==> src/rtl/uart_tx_fifo_pkg.sv <==
// Shared UART definitions: data width and a constant-evaluable ceil(log2) helper.
package uart_tx_fifo_pkg;

   localparam int unsigned UART_DATA_W = 8;

   function automatic int unsigned clog2(input int unsigned value);
      int unsigned result;
      result = 0;
      for (int i = 0; i < 32; i++) begin
         if ((32'd1 << i) < value) begin
            result = i + 1;
         end
      end
      return result;
   endfunction

endpackage

==> src/rtl/uart_tx_fifo_if.sv <==
// Host-write, status and transmitter-handshake signals of the UART TX byte FIFO.
interface uart_tx_fifo_if #(
   parameter int unsigned DEPTH = 16
);
   import uart_tx_fifo_pkg::*;

   localparam int unsigned AW = clog2(DEPTH);

   logic                   clr;
   logic                   wr_en;
   logic [UART_DATA_W-1:0] wr_data;
   logic                   full;
   logic                   empty;
   logic [AW:0]            level;
   logic                   overflow;
   logic [UART_DATA_W-1:0] tx_data;
   logic                   tx_data_valid;
   logic                   tx_data_ready;

   // master: host plus transmitter side; slave: the FIFO itself
   modport master (
      output clr, wr_en, wr_data, tx_data_ready,
      input  full, empty, level, overflow, tx_data, tx_data_valid
   );

   modport slave (
      input  clr, wr_en, wr_data, tx_data_ready,
      output full, empty, level, overflow, tx_data, tx_data_valid
   );

endinterface

==> src/rtl/uart_fifo_mem.sv <==
// DEPTH x byte register array: one synchronous write port, one asynchronous read port.
module uart_fifo_mem
   import uart_tx_fifo_pkg::*;
#(
   parameter int unsigned DEPTH = 16
) (
   input  logic                            clk,
   input  logic                            i_we,
   input  logic [clog2(DEPTH)-1:0]         i_waddr,
   input  logic [UART_DATA_W-1:0]          i_wdata,
   input  logic [clog2(DEPTH)-1:0]         i_raddr,
   output logic [UART_DATA_W-1:0]          o_rdata
);

   logic [UART_DATA_W-1:0] r_mem [DEPTH];

   // Storage is deliberately left unreset; validity is tracked by the level counter.
   always_ff @(posedge clk) begin
      if (i_we) begin
         r_mem[i_waddr] <= i_wdata;
      end
   end

   assign o_rdata = r_mem[i_raddr];

endmodule

==> src/rtl/uart_tx_fifo.sv <==
// Show-ahead byte FIFO feeding the UART transmitter over a valid/ready handshake.
module uart_tx_fifo
   import uart_tx_fifo_pkg::*;
#(
   parameter int unsigned DEPTH = 16
) (
   input  logic          clk,
   input  logic          rst_n,
   uart_tx_fifo_if.slave fifo_if
);

   localparam int unsigned AW         = clog2(DEPTH);
   localparam logic [AW:0] LEVEL_FULL = (AW + 1)'(DEPTH);

   logic [AW-1:0]          r_wr_ptr;
   logic [AW-1:0]          r_rd_ptr;
   logic [AW:0]            r_level;
   logic                   r_full;
   logic                   r_empty;
   logic                   r_overflow;

   logic                   w_push;
   logic                   w_pop;
   logic                   w_mem_we;
   logic [AW-1:0]          w_wr_ptr_d;
   logic [AW-1:0]          w_rd_ptr_d;
   logic [AW:0]            w_level_d;
   logic                   w_overflow_d;
   logic [UART_DATA_W-1:0] w_rd_data;

   // Full is judged on the registered flag, so a push into a full FIFO is
   // rejected even when a pop frees an entry on the same edge.
   assign w_push   = fifo_if.wr_en & ~r_full;
   assign w_pop    = ~r_empty & fifo_if.tx_data_ready;
   assign w_mem_we = w_push & ~fifo_if.clr;

   always_comb begin
      w_wr_ptr_d   = r_wr_ptr;
      w_rd_ptr_d   = r_rd_ptr;
      w_level_d    = r_level;
      w_overflow_d = r_overflow;
      if (fifo_if.clr) begin
         w_wr_ptr_d   = '0;
         w_rd_ptr_d   = '0;
         w_level_d    = '0;
         w_overflow_d = 1'b0;
      end else begin
         if (w_push) begin
            w_wr_ptr_d = r_wr_ptr + AW'(1);
         end
         if (w_pop) begin
            w_rd_ptr_d = r_rd_ptr + AW'(1);
         end
         case ({w_push, w_pop})
            2'b10:   w_level_d = r_level + (AW + 1)'(1);
            2'b01:   w_level_d = r_level - (AW + 1)'(1);
            default: w_level_d = r_level;
         endcase
         if (fifo_if.wr_en && r_full) begin
            w_overflow_d = 1'b1;
         end
      end
   end

   always_ff @(posedge clk or negedge rst_n) begin
      if (!rst_n) begin
         r_wr_ptr   <= '0;
         r_rd_ptr   <= '0;
         r_level    <= '0;
         r_full     <= 1'b0;
         r_empty    <= 1'b1;
         r_overflow <= 1'b0;
      end else begin
         r_wr_ptr   <= w_wr_ptr_d;
         r_rd_ptr   <= w_rd_ptr_d;
         r_level    <= w_level_d;
         r_full     <= (w_level_d == LEVEL_FULL);
         r_empty    <= (w_level_d == '0);
         r_overflow <= w_overflow_d;
      end
   end

   uart_fifo_mem #(
      .DEPTH (DEPTH)
   ) u_mem (
      .clk     (clk),
      .i_we    (w_mem_we),
      .i_waddr (r_wr_ptr),
      .i_wdata (fifo_if.wr_data),
      .i_raddr (r_rd_ptr),
      .o_rdata (w_rd_data)
   );

   assign fifo_if.full          = r_full;
   assign fifo_if.empty         = r_empty;
   assign fifo_if.level         = r_level;
   assign fifo_if.overflow      = r_overflow;
   assign fifo_if.tx_data_valid = ~r_empty;
   assign fifo_if.tx_data       = w_rd_data;

endmodule

==> src/flat_wrapper.sv <==
// flat-port wrapper written by rule: the top's interface ports become plain ports
module uart_tx_fifo_flat import uart_tx_fifo_pkg::*;
#(
   parameter int unsigned DEPTH = 16
)
  (clk, rst_n, fifo_if_clr, fifo_if_wr_en, fifo_if_wr_data, fifo_if_tx_data_ready, fifo_if_full, fifo_if_empty, fifo_if_level, fifo_if_overflow, fifo_if_tx_data, fifo_if_tx_data_valid);
  uart_tx_fifo_if #(.DEPTH(DEPTH)) fifo_if_i ();
  input  logic clk;
  input  logic rst_n;
  input wire logic [$bits(fifo_if_i.clr)-1:0] fifo_if_clr;
  input wire logic [$bits(fifo_if_i.wr_en)-1:0] fifo_if_wr_en;
  input wire logic [$bits(fifo_if_i.wr_data)-1:0] fifo_if_wr_data;
  input wire logic [$bits(fifo_if_i.tx_data_ready)-1:0] fifo_if_tx_data_ready;
  output wire logic [$bits(fifo_if_i.full)-1:0] fifo_if_full;
  output wire logic [$bits(fifo_if_i.empty)-1:0] fifo_if_empty;
  output wire logic [$bits(fifo_if_i.level)-1:0] fifo_if_level;
  output wire logic [$bits(fifo_if_i.overflow)-1:0] fifo_if_overflow;
  output wire logic [$bits(fifo_if_i.tx_data)-1:0] fifo_if_tx_data;
  output wire logic [$bits(fifo_if_i.tx_data_valid)-1:0] fifo_if_tx_data_valid;
  assign fifo_if_i.clr = fifo_if_clr;
  assign fifo_if_i.wr_en = fifo_if_wr_en;
  assign fifo_if_i.wr_data = fifo_if_wr_data;
  assign fifo_if_i.tx_data_ready = fifo_if_tx_data_ready;
  assign fifo_if_full = fifo_if_i.full;
  assign fifo_if_empty = fifo_if_i.empty;
  assign fifo_if_level = fifo_if_i.level;
  assign fifo_if_overflow = fifo_if_i.overflow;
  assign fifo_if_tx_data = fifo_if_i.tx_data;
  assign fifo_if_tx_data_valid = fifo_if_i.tx_data_valid;
  uart_tx_fifo #(.DEPTH(DEPTH)) u_core (.clk(clk), .rst_n(rst_n), .fifo_if(fifo_if_i));
endmodule
==> config.mk <==
export PLATFORM = sky130hd
export DESIGN_NAME = uart_tx_fifo_flat
export DESIGN_NICKNAME = d
export VERILOG_FILES = /design/src/rtl/uart_tx_fifo_pkg.sv /design/src/rtl/uart_tx_fifo_if.sv /design/src/rtl/uart_fifo_mem.sv /design/src/rtl/uart_tx_fifo.sv /design/src/flat_wrapper.sv
export SDC_FILE = /design/constraint.sdc
export NUM_CORES = 1
export LEC_CHECK = 0
export ABC_CLOCK_PERIOD_IN_PS = 2900
export BUFFER_PORTS_ARGS = -buffer_cell sky130_fd_sc_hd__buf_2
export CAP_MARGIN = 10
export CELL_PAD_IN_SITES_DETAIL_PLACEMENT = 1
export CELL_PAD_IN_SITES_GLOBAL_PLACEMENT = 1
export CORE_MARGIN = 10
export CORE_UTILIZATION = 45
export CTS_CLUSTER_SIZE = 40
export DETAILED_ROUTE_END_ITERATION = 10
export HOLD_SLACK_MARGIN = 0.02
export PLACE_DENSITY_LB_ADDON = 0.08
export SYNTH_ARGS = -nofsm -noshare
export SYNTH_HDL_FRONTEND = slang
export SYNTH_SLANG_ARGS = --single-unit
==> constraint.sdc <==
create_clock -name clk -period 2.9 [get_ports clk]
set_input_delay 0.58 -clock clk [delete_from_list [all_inputs] [get_ports clk]]
set_output_delay 0.58 -clock clk [all_outputs]
set_load 0.01 [all_outputs]
# After elaboration in Yosys (flattened, before gate mapping)
# Memories as Yosys holds them, arrays and structs flattened.
# Cells that the tools add are included.
# op_classes
addsub	4
n_eq_ne	3
mux	10
bitwise_logic	6
n_reduce_logical	5
# op_table
cell	n
4-bit 2-to-1 mux	4
5-bit case mux with 2 select lines	1
4-bit by 1-bit adder with 4-bit output, second input constant	2
2-bit nonzero test	3
5-bit by 1-bit adder with 5-bit output, second input constant	1
5-bit == test, second input constant	1
5-bit zero test	1
5-bit 2-to-1 mux	1
5-bit by 1-bit subtractor with 5-bit output, second input constant	1
1-bit 2-to-1 mux	4
1-bit bitwise AND	3
1-bit inverter	3
2-bit by 1-bit == test with 1-bit output, second input constant	1
2-bit == test, second input constant	1
1-bit logical AND	1
# word_totals
reg_bits	16
mem_bits_rw	128
input_bits	13
elab_cells	35
mem_count	1
# memory_table
name	depth	width	rd	rd_ports_with_merged_regs	wr	line	text
u_core.u_mem.r_mem	16	8	1	0	1	uart_fifo_mem.sv:15	logic [UART_DATA_W-1:0] r_mem [DEPTH];

# Depth between registers and ports, before layout
# Gate-level depths: netlist of the first run.
# logic_depth
ltp_word	6
mapped_depth	11

# By module
# Synthesis of the first run repeated with hierarchy kept, for this count alone.
# unflattened
hier_cells	315
hier_area_um2	5925.7
# modules_own_cells
mod	n_inst	cells_each	area_per_inst_um2
uart_fifo_mem	1	221	4987.3
uart_tx_fifo	1	94	938.4

# Worst setup path before layout of the first run
# OpenSTA, ideal clock, no wires.
# synth_timing
path_type	in2reg
start	input fifo_if_wr_en
end	register u_core.r_empty (netlist: u_core.fifo_if.empty)
setup_time_ns	0.090
arrival_ns	2.547
required_time_ns	2.810
slack_ns	0.263
cell_stages	11
n_path_buf	1
cell_sequence	nor2b_1 -> buf_4 -> inv_4 -> nand2_1 -> xnor2_1 -> ha_1 -> o41ai_4 -> nor3_2 -> o32ai_2 -> mux2_4 -> nor4_2
# synth_via
elab_chain_len	5
word_cells_on_any_way	6
# synth_rtl
item	line	text
start: declaration	flat_wrapper.sv:11	input wire logic [$bits(fifo_if_i.wr_en)-1:0] fifo_if_wr_en;
1-bit bitwise AND (*)	uart_tx_fifo.sv:33	assign w_push = fifo_if.wr_en & ~r_full;
2-bit by 1-bit == test with 1-bit output / 2-bit == test (equally long branches)	uart_tx_fifo.sv:54	case ({w_push, w_pop})
5-bit case mux with 2 select lines (*)	uart_tx_fifo.sv:54	
5-bit 2-to-1 mux (*)	uart_tx_fifo.sv:42	if (fifo_if.clr) begin
via u_core.w_level_d[4]	uart_tx_fifo.sv:27	logic [AW:0] w_level_d;
5-bit zero test (*)	uart_tx_fifo.sv:78	r_empty <= (w_level_d == '0);
end signal: assignment	uart_tx_fifo.sv:78	
end: declaration	uart_tx_fifo.sv:19	logic r_empty;
# Mark *: on every way through the listed nets, which the timed path passes. The rest lies on a longest branch.
# A chain may end at the register's enable or synchronous reset.

# Worst setup path after layout of the first run
# layout_timing
start	register u_core.r_rd_ptr[0]
end	output fifo_if_tx_data[3]
# layout_via
elab_chain_len	1
# layout_rtl
item	line	text
start: declaration	uart_tx_fifo.sv:16	logic [AW-1:0] r_rd_ptr;
start signal: assignment	uart_tx_fifo.sv:75	r_rd_ptr <= w_rd_ptr_d;
memory 16 x 8 bit	--	
end: declaration	flat_wrapper.sv:18	output wire logic [$bits(fifo_if_i.tx_data)-1:0] fifo_if_tx_data;
# No other way between the ends.

==> results of run 1 <==
[per-stage QoR]
step	hold WS (ps)	utilization (%)	TNS (ps)	worst slack, ps
after floorplan	284	-	0	263
after global placement	483	50.6	0	163
final	85.6	56.3	-3.57	-1.99
after global routing	95.5	56.3	-427	-68.1
after detailed placement	512	50.6	0	129
after CTS	76.8	55.5	-87.4	-28.2
[worst reg2reg max path: cells and delay by family, from the launching register on]
family / cells / cell delay, ps
xor gates and xnor gates: 1 / 80
DFF: 1 / 530
and+or+nand+nor: 4 / 580
muxes: 1 / 350
adders and majority gates: 1 / 250
buffers and inverters: 1 / 50
AOI/OAI and AO/OA: 2 / 630
[state kept, by name (all words and copies together), names as in the netlist]
name / flops
u_core.fifo_if.overflow: 1
u_core.fifo_if.empty: 1
u_core.r_rd_ptr: 4
u_core.u_mem.r_mem: 128
u_core.fifo_if.level: 5
u_core.fifo_if.full: 1
u_core.r_wr_ptr: 4
[worst paths after layout]
kind,startpoint,to,slack (ps)
setup / recovery,u_core.r_rd_ptr[0],fifo_if_tx_data[3],-2
hold / removal,rst_n,u_core.fifo_if.level[2],90
setup reg to reg,u_core.fifo_if.empty,u_core.fifo_if.empty,360
hold reg to reg,u_core.fifo_if.overflow,u_core.fifo_if.overflow,510
max in group asynchronous,rst_n,u_core.fifo_if.empty,2500
min in group clk,fifo_if_wr_en,u_core.fifo_if.overflow,420
[placed cells by master (no fill, tap or decap), types with 2 or more instances in the layout]
| cell type | n |
|---|---|
| a21oi_1 | 5 |
| buf_12 | 2 |
| buf_16 | 2 |
| buf_2 | 26 |
| buf_4 | 35 |
| buf_6 | 3 |
| bufinv_16 | 2 |
| clkbuf_16 | 20 |
| clkinv_1 | 4 |
| clkinv_2 | 7 |
| dfrtp_1 | 14 |
| edfxtp_1 | 128 |
| ha_1 | 7 |
| inv_1 | 3 |
| mux2_4 | 2 |
| mux2i_1 | 2 |
| mux4_2 | 40 |
| nand2_1 | 12 |
| nand2b_1 | 3 |
| nand4_1 | 2 |
| nor2_1 | 25 |
| nor2b_1 | 3 |
| nor3_1 | 7 |
| nor3b_1 | 3 |
| xnor2_1 | 3 |
| xor2_1 | 5 |
[power by group]
part,internal (uW),switching (uW),total (uW)
Clock,1240,800,2040
Combinational,550,476,1030
Sequential,2320,69.2,2390
[cells by family after synthesis]
| kind of cell | count (synthesis) |
|---|---|
| compound gates | 13 |
| xor+xnor | 8 |
| fa+ha+maj | 7 |
| buf+inv | 22 |
| flops | 144 |
| mux | 44 |
| simple gates | 61 |
[routing by layer]
metal | part of all wire [%] | up-vias | routed length (um)
li1 | - | 1342 | -
met1 | 46 | 1571 | 6060
met2 | 49 | 62 | 6550
met3 | 3.7 | 15 | 498
met4 | 1.5 | 0 | 195
met5 | 0 | - | 0
[final cells by class]
cell class / instances / area, um^2 / share of cell area (%)
tap: 172 / 215 / 2.99
timing repair buffer: 71 / 597 / 8.30
multi-input combinational: 133 / 1560 / 21.7
clock inverter: 15 / 126 / 1.76
sequential: 144 / 4250 / 59.1
clock buffer: 17 / 425 / 5.92
inverter: 5 / 21.3 / 0.296
[timing repair]
action / CTS / global route
buffers inserted: 3 / 1
endpoints found under the setup margin: 6 / 8
cloned: 2 / 3
gates resized for setup: 2 / 6
==> impl_metrics.yaml, run 1 <==
logic_synthesis:
  yosys_warnings: 0
  synth-xor-area-share_pct: 1.18
  syn_inst: 299
  syn-cell-area_mm2: 0.00593
  synth-compound-area-share_pct: 2.22
  synth_most_common_cell: "edfxtp_1"
  synth_common_cells: "edfxtp_1 (128), mux4_2 (40), nor2_1 (25)"
  synth_top_area_share_pct: 64.8
  yosysSeqAreaShare_pct: 71.6
  synthSimpleGateAreaFrac_pct: 5.36
  postSynthAreaPerCell_um2: 19.8
  synthesis.nets: 319
  synthMuxAreaShare_pct: 16.0
  synth_top_family_by_area: "multiplexers"
  synthTopCellsByArea: "edfxtp_1 (65%), mux4_2 (15%), dfrtp_1 (6.3%)"
  async_reset_ff_share_pct: 11.1
  synth_edf_count: 128
  synth.largest_area_cell: "edfxtp_1"
  synth_fa_ha_area_share_pct: 1.48
  ys.flop_type: "edfxtp_1"
  synth_cell_types: 38
  synth-seq-cells: 144
timing:
  finalHoldViolCount: 0
  fin_skew_ps: 5.58
  tightest_slew_ps: 645
  rsz0062_at_grt: "yes"
  setup_viol: 2
  max_slew_margin_pct: 57.0
  slew_violations: 0
  max_freq_mhz: 345
  timing.final.ws_setup_ps: -1.99
  finalCritPeriodShare_pct: 100
  min_period_ps: 2900
grt:
  grt_max_degree: 36
  grt_pass1_vias: 3328
  met1_usage_pct: 20.4
  gr-usage-met2_pct: 23.7
  busiest_layer: "met2"
  grt_use_total_pct: 15.4
  grt_pass1_wl_um: 20400
  antenna_found_initial: 0
  grt.overflow.total: 0
  grtUsageMet3_pct: 3.97
setup_path:
  critPathMostFrequentCell: "mux4_2"
  worstPathArrival_ps: 2320
  cp_max_fo: 4
  path_cells: "buf_4 -> clkbuf_16 -> mux4_2 -> mux4_2 -> buf_2"
  crit_type: "register to output pin"
  start_kind: "register"
  crit_family: "multiplexers"
  cp.depth: 5
  critPathSlowestCell: "mux4_2"
  cpPeakStageDelay_ps: 520
  reg2regPathDepth: 10
  cp-end-kind: "output pin"
  path_buf_inv: 3
  critPathRequiredTime_ps: 2320
placed_design:
  portBuffers: 29
  place.gp.congestion: 0.720
  dp.cells: 516
  placed_cell_area_mm2: 0.00646
  hpwl_um: 8470
cts:
  cts-root-buf: "clkbuf_16"
  clock_sinks: 144
  htree_num_levels: 4
  clock_latency_ps: 420
  postCtsHoldBufs: 0
  cts_made_buffers: 17
  cts_tree: "done"
  clkTransAtPathRegs_ps: 60
  clk_path_buf_depth: 2
final_layout:
  nNetsFinal: 392
  antenna_cells: 0
  syn_to_final_growth_pct: 21.2
  fill_cells: 1150
  design_area_mm2: 0.00719
  layoutNonFillerInstCount: 557
  drive_above_1_share_pct: 40.0
run_status:
  outcome: "finished with violations"
  violations: "negative setup slack"
floorplanning:
  fp-row-count: 41
  start_util_pct: 46.4
  io_pins: 30
  die_area_mm2: 0.0182
  design.core.area_mm2: 0.0128
  fp.dieW_um: 135
  chipHeight_um: 135
worst_hold_path:
  hp-class: "primary input to asynchronous set/reset pin"
power:
  powerDensity_mw_per_mm2: 759
  p_total_uw: 5460
  ir_drop_mv: 0.344
  p_leak_uw: 0.00249
route:
  detail-route-antenna-nets: 0
  vias: 2990
  dr.pass1.iters: 4
  wire_per_inst_um: 23.9
  drc: 0
  detail_route.wirelength_um: 13300
  dr.first_iter.drc_count: 213
  viasPerCell: 5.37
flow_run:
  drv_cap: 0
Power figures use the tool's default switching activity.
==> run 2, diff against run 1 <==
Settings changed: CELL_PAD_IN_SITES_DETAIL_PLACEMENT 1 to 0, CORE_UTILIZATION 45 to 30.
==> impl_metrics.yaml, run 2 (synthesis results as in run 1) <==
grt:
  grt_pass1_wl_um: 20300
  grt.overflow.total: 0
  grt_max_degree: 35
  grt_use_total_pct: 10.9
  grt_pass1_vias: 3111
  antenna_found_initial: 2
route:
  dr.first_iter.drc_count: 213
  vias: 2891
  wire_per_inst_um: 21.2
  viasPerCell: 4.52
  drc: 0
  dr.pass1.iters: 4
  detail_route.wirelength_um: 13500
  detail-route-antenna-nets: 0
power:
  p_seq_share_pct: 43.4
  p_leak_uw: 0.00242
  ir_drop_mv: 0.405
  clkPwrFrac_pct: 41.1
  p_comb_share_pct: 15.5
  p_total_uw: 5510
  power.internal_uw: 4190
  switching_share_pct: 24.0
  power.switching_uw: 1320
  powerDensity_mw_per_mm2: 766
final_layout:
  fill_cells: 1798
  syn_to_final_growth_pct: 21.4
  layout_commonest_cell: "edfxtp_1"
  drive_above_1_share_pct: 38.8
  final_cell_mix: "edfxtp_1 (128), mux4_2 (40), buf_2 (29), buf_4 (29), nor2_1 (25)"
  top_register: "u_core.u_mem.r_mem"
  nNetsFinal: 382
  antenna_cells: 0
  utilization_pct: 37.0
  largest_register_ffs: 128
setup_path:
  path_cells: "buf_12 -> mux4_2 -> mux4_2 -> buf_2"
  r2r_end: "u_core.fifo_if.empty"
  critPathSlowestCell: "mux4_2"
  crit_family: "multiplexers"
  rr_startpoint: "u_core.fifo_if.empty"
  cp.depth: 4
  critPathMostFrequentCell: "mux4_2"
  start_kind: "register"
  reg2regPathDepth: 10
  cpPeakStageDelay_ps: 530
  cp_max_fo: 20
  worstPathArrival_ps: 2230
  crit_type: "register to output pin"
  ff2ff_setup_slack_ps: 360
  crit_start: "u_core.r_rd_ptr[0]"
  path_buf_inv: 2
  cp-end-kind: "output pin"
  critPathRequiredTime_ps: 2320
cts:
  clk_path_buf_depth: 2
  cts_resized: 0
  cts-root-buf: "clkbuf_16"
  clock_sinks: 144
  cts_made_buffers: 17
  clock_latency_ps: 420
  clkTransAtPathRegs_ps: 60
  cts_tree: "done"
  postCtsHoldBufs: 0
  htree_num_levels: 4
  postCtsSetupBuffers: 0
placed_design:
  hpwl_um: 8910
  portBuffers: 29
  place.gp.congestion: 0.733
floorplanning:
  fp-row-count: 51
  start_util_pct: 30.5
  die_area_mm2: 0.0258
  io_pins: 30
  design.core.area_mm2: 0.0195
  chipHeight_um: 161
  fp.dieW_um: 161
worst_hold_path:
  hp-class: "primary input to asynchronous set/reset pin"
run_status:
  outcome: "finished, final reports clean"
timing:
  max_slew_margin_pct: 56.1
  fin_skew_ps: 8.88
  slew_violations: 0
  rsz0062_at_grt: "no"
  max_freq_mhz: 356
  setup_viol: 0
  min_period_ps: 2810
  tightest_slew_ps: 658
  finalCritPeriodShare_pct: 96.9
  finalHoldViolCount: 0
  setup_tns_ps: 0
flow_run:
  drv_cap: 0
## run 2: changes by cell type in the layout (fill, tap and decap cells not counted), sizes merged
cell      change
clkinvlp      +1
clkbuf        -2
inv           +1
clkinv        -6
bufinv        +2
buf           -7
## run 2: worst reg2reg max path, stage by stage (launching register included)
cell      delay, ps
dfstp_2         540
nand2b_2        190
inv_2            50
nand2_1          90
xnor2_1          70
ha_1            260
o41ai_4         330
nor3_2           70
o32ai_2         290
mux2_4          350
nor4_2          200
## run 2: per-stage QoR
stage	hold WS [ps]	worst slack [ps]	instance area [um^2]	instances
detailed placement	492	123	6580	608
global placement	479	160	6580	608
global route	103	5.96	7200	639
CTS	87.3	26.2	7200	639
finish	84.3	88.6	7200	639
floorplan	284	263	5930	299
## run 2: worst max-delay path by stage
stage / end / slack, ps
2_1_floorplan: u_core.fifo_if.empty / 260
3_3_place_gp: u_core.fifo_if.empty / 160
3_5_place_dp: u_core.fifo_if.empty / 120
4_1_cts: fifo_if_tx_data[2] / 30
5_1_grt: fifo_if_tx_data[2] / 6
6_report: fifo_if_tx_data[2] / 90
## run 2: layer usage
metal	global-route usage [%]	vias up	wire length, um
met5	0	-	30
met4	3.76	4	155
met3	3.27	17	462
met2	16.7	43	6460
met1	14.3	1503	6430
li1	-	1324	-
## run 2: final cells by class
cell class | count | area [um^2] | area share (%)
clock buffers | 18 | 429 | 5.96
multi-input cells | 133 | 1560 | 21.6
well taps | 265 | 332 | 4.61
flip-flops and latches | 144 | 4250 | 59.0
repair buffers | 61 | 423 | 5.88
clock inverters | 13 | 188 | 2.61
inverters | 5 | 21.3 | 0.296
## run 2: power groups by stage
stage	Combinational [uW]	Sequential (uW)	Clock (uW)
after CTS	884	2390	2320
final	853	2390	2270
after detailed placement	883	2440	0
after global routing	936	2400	2410
after global placement	887	2440	0
after floorplan	626	2420	0
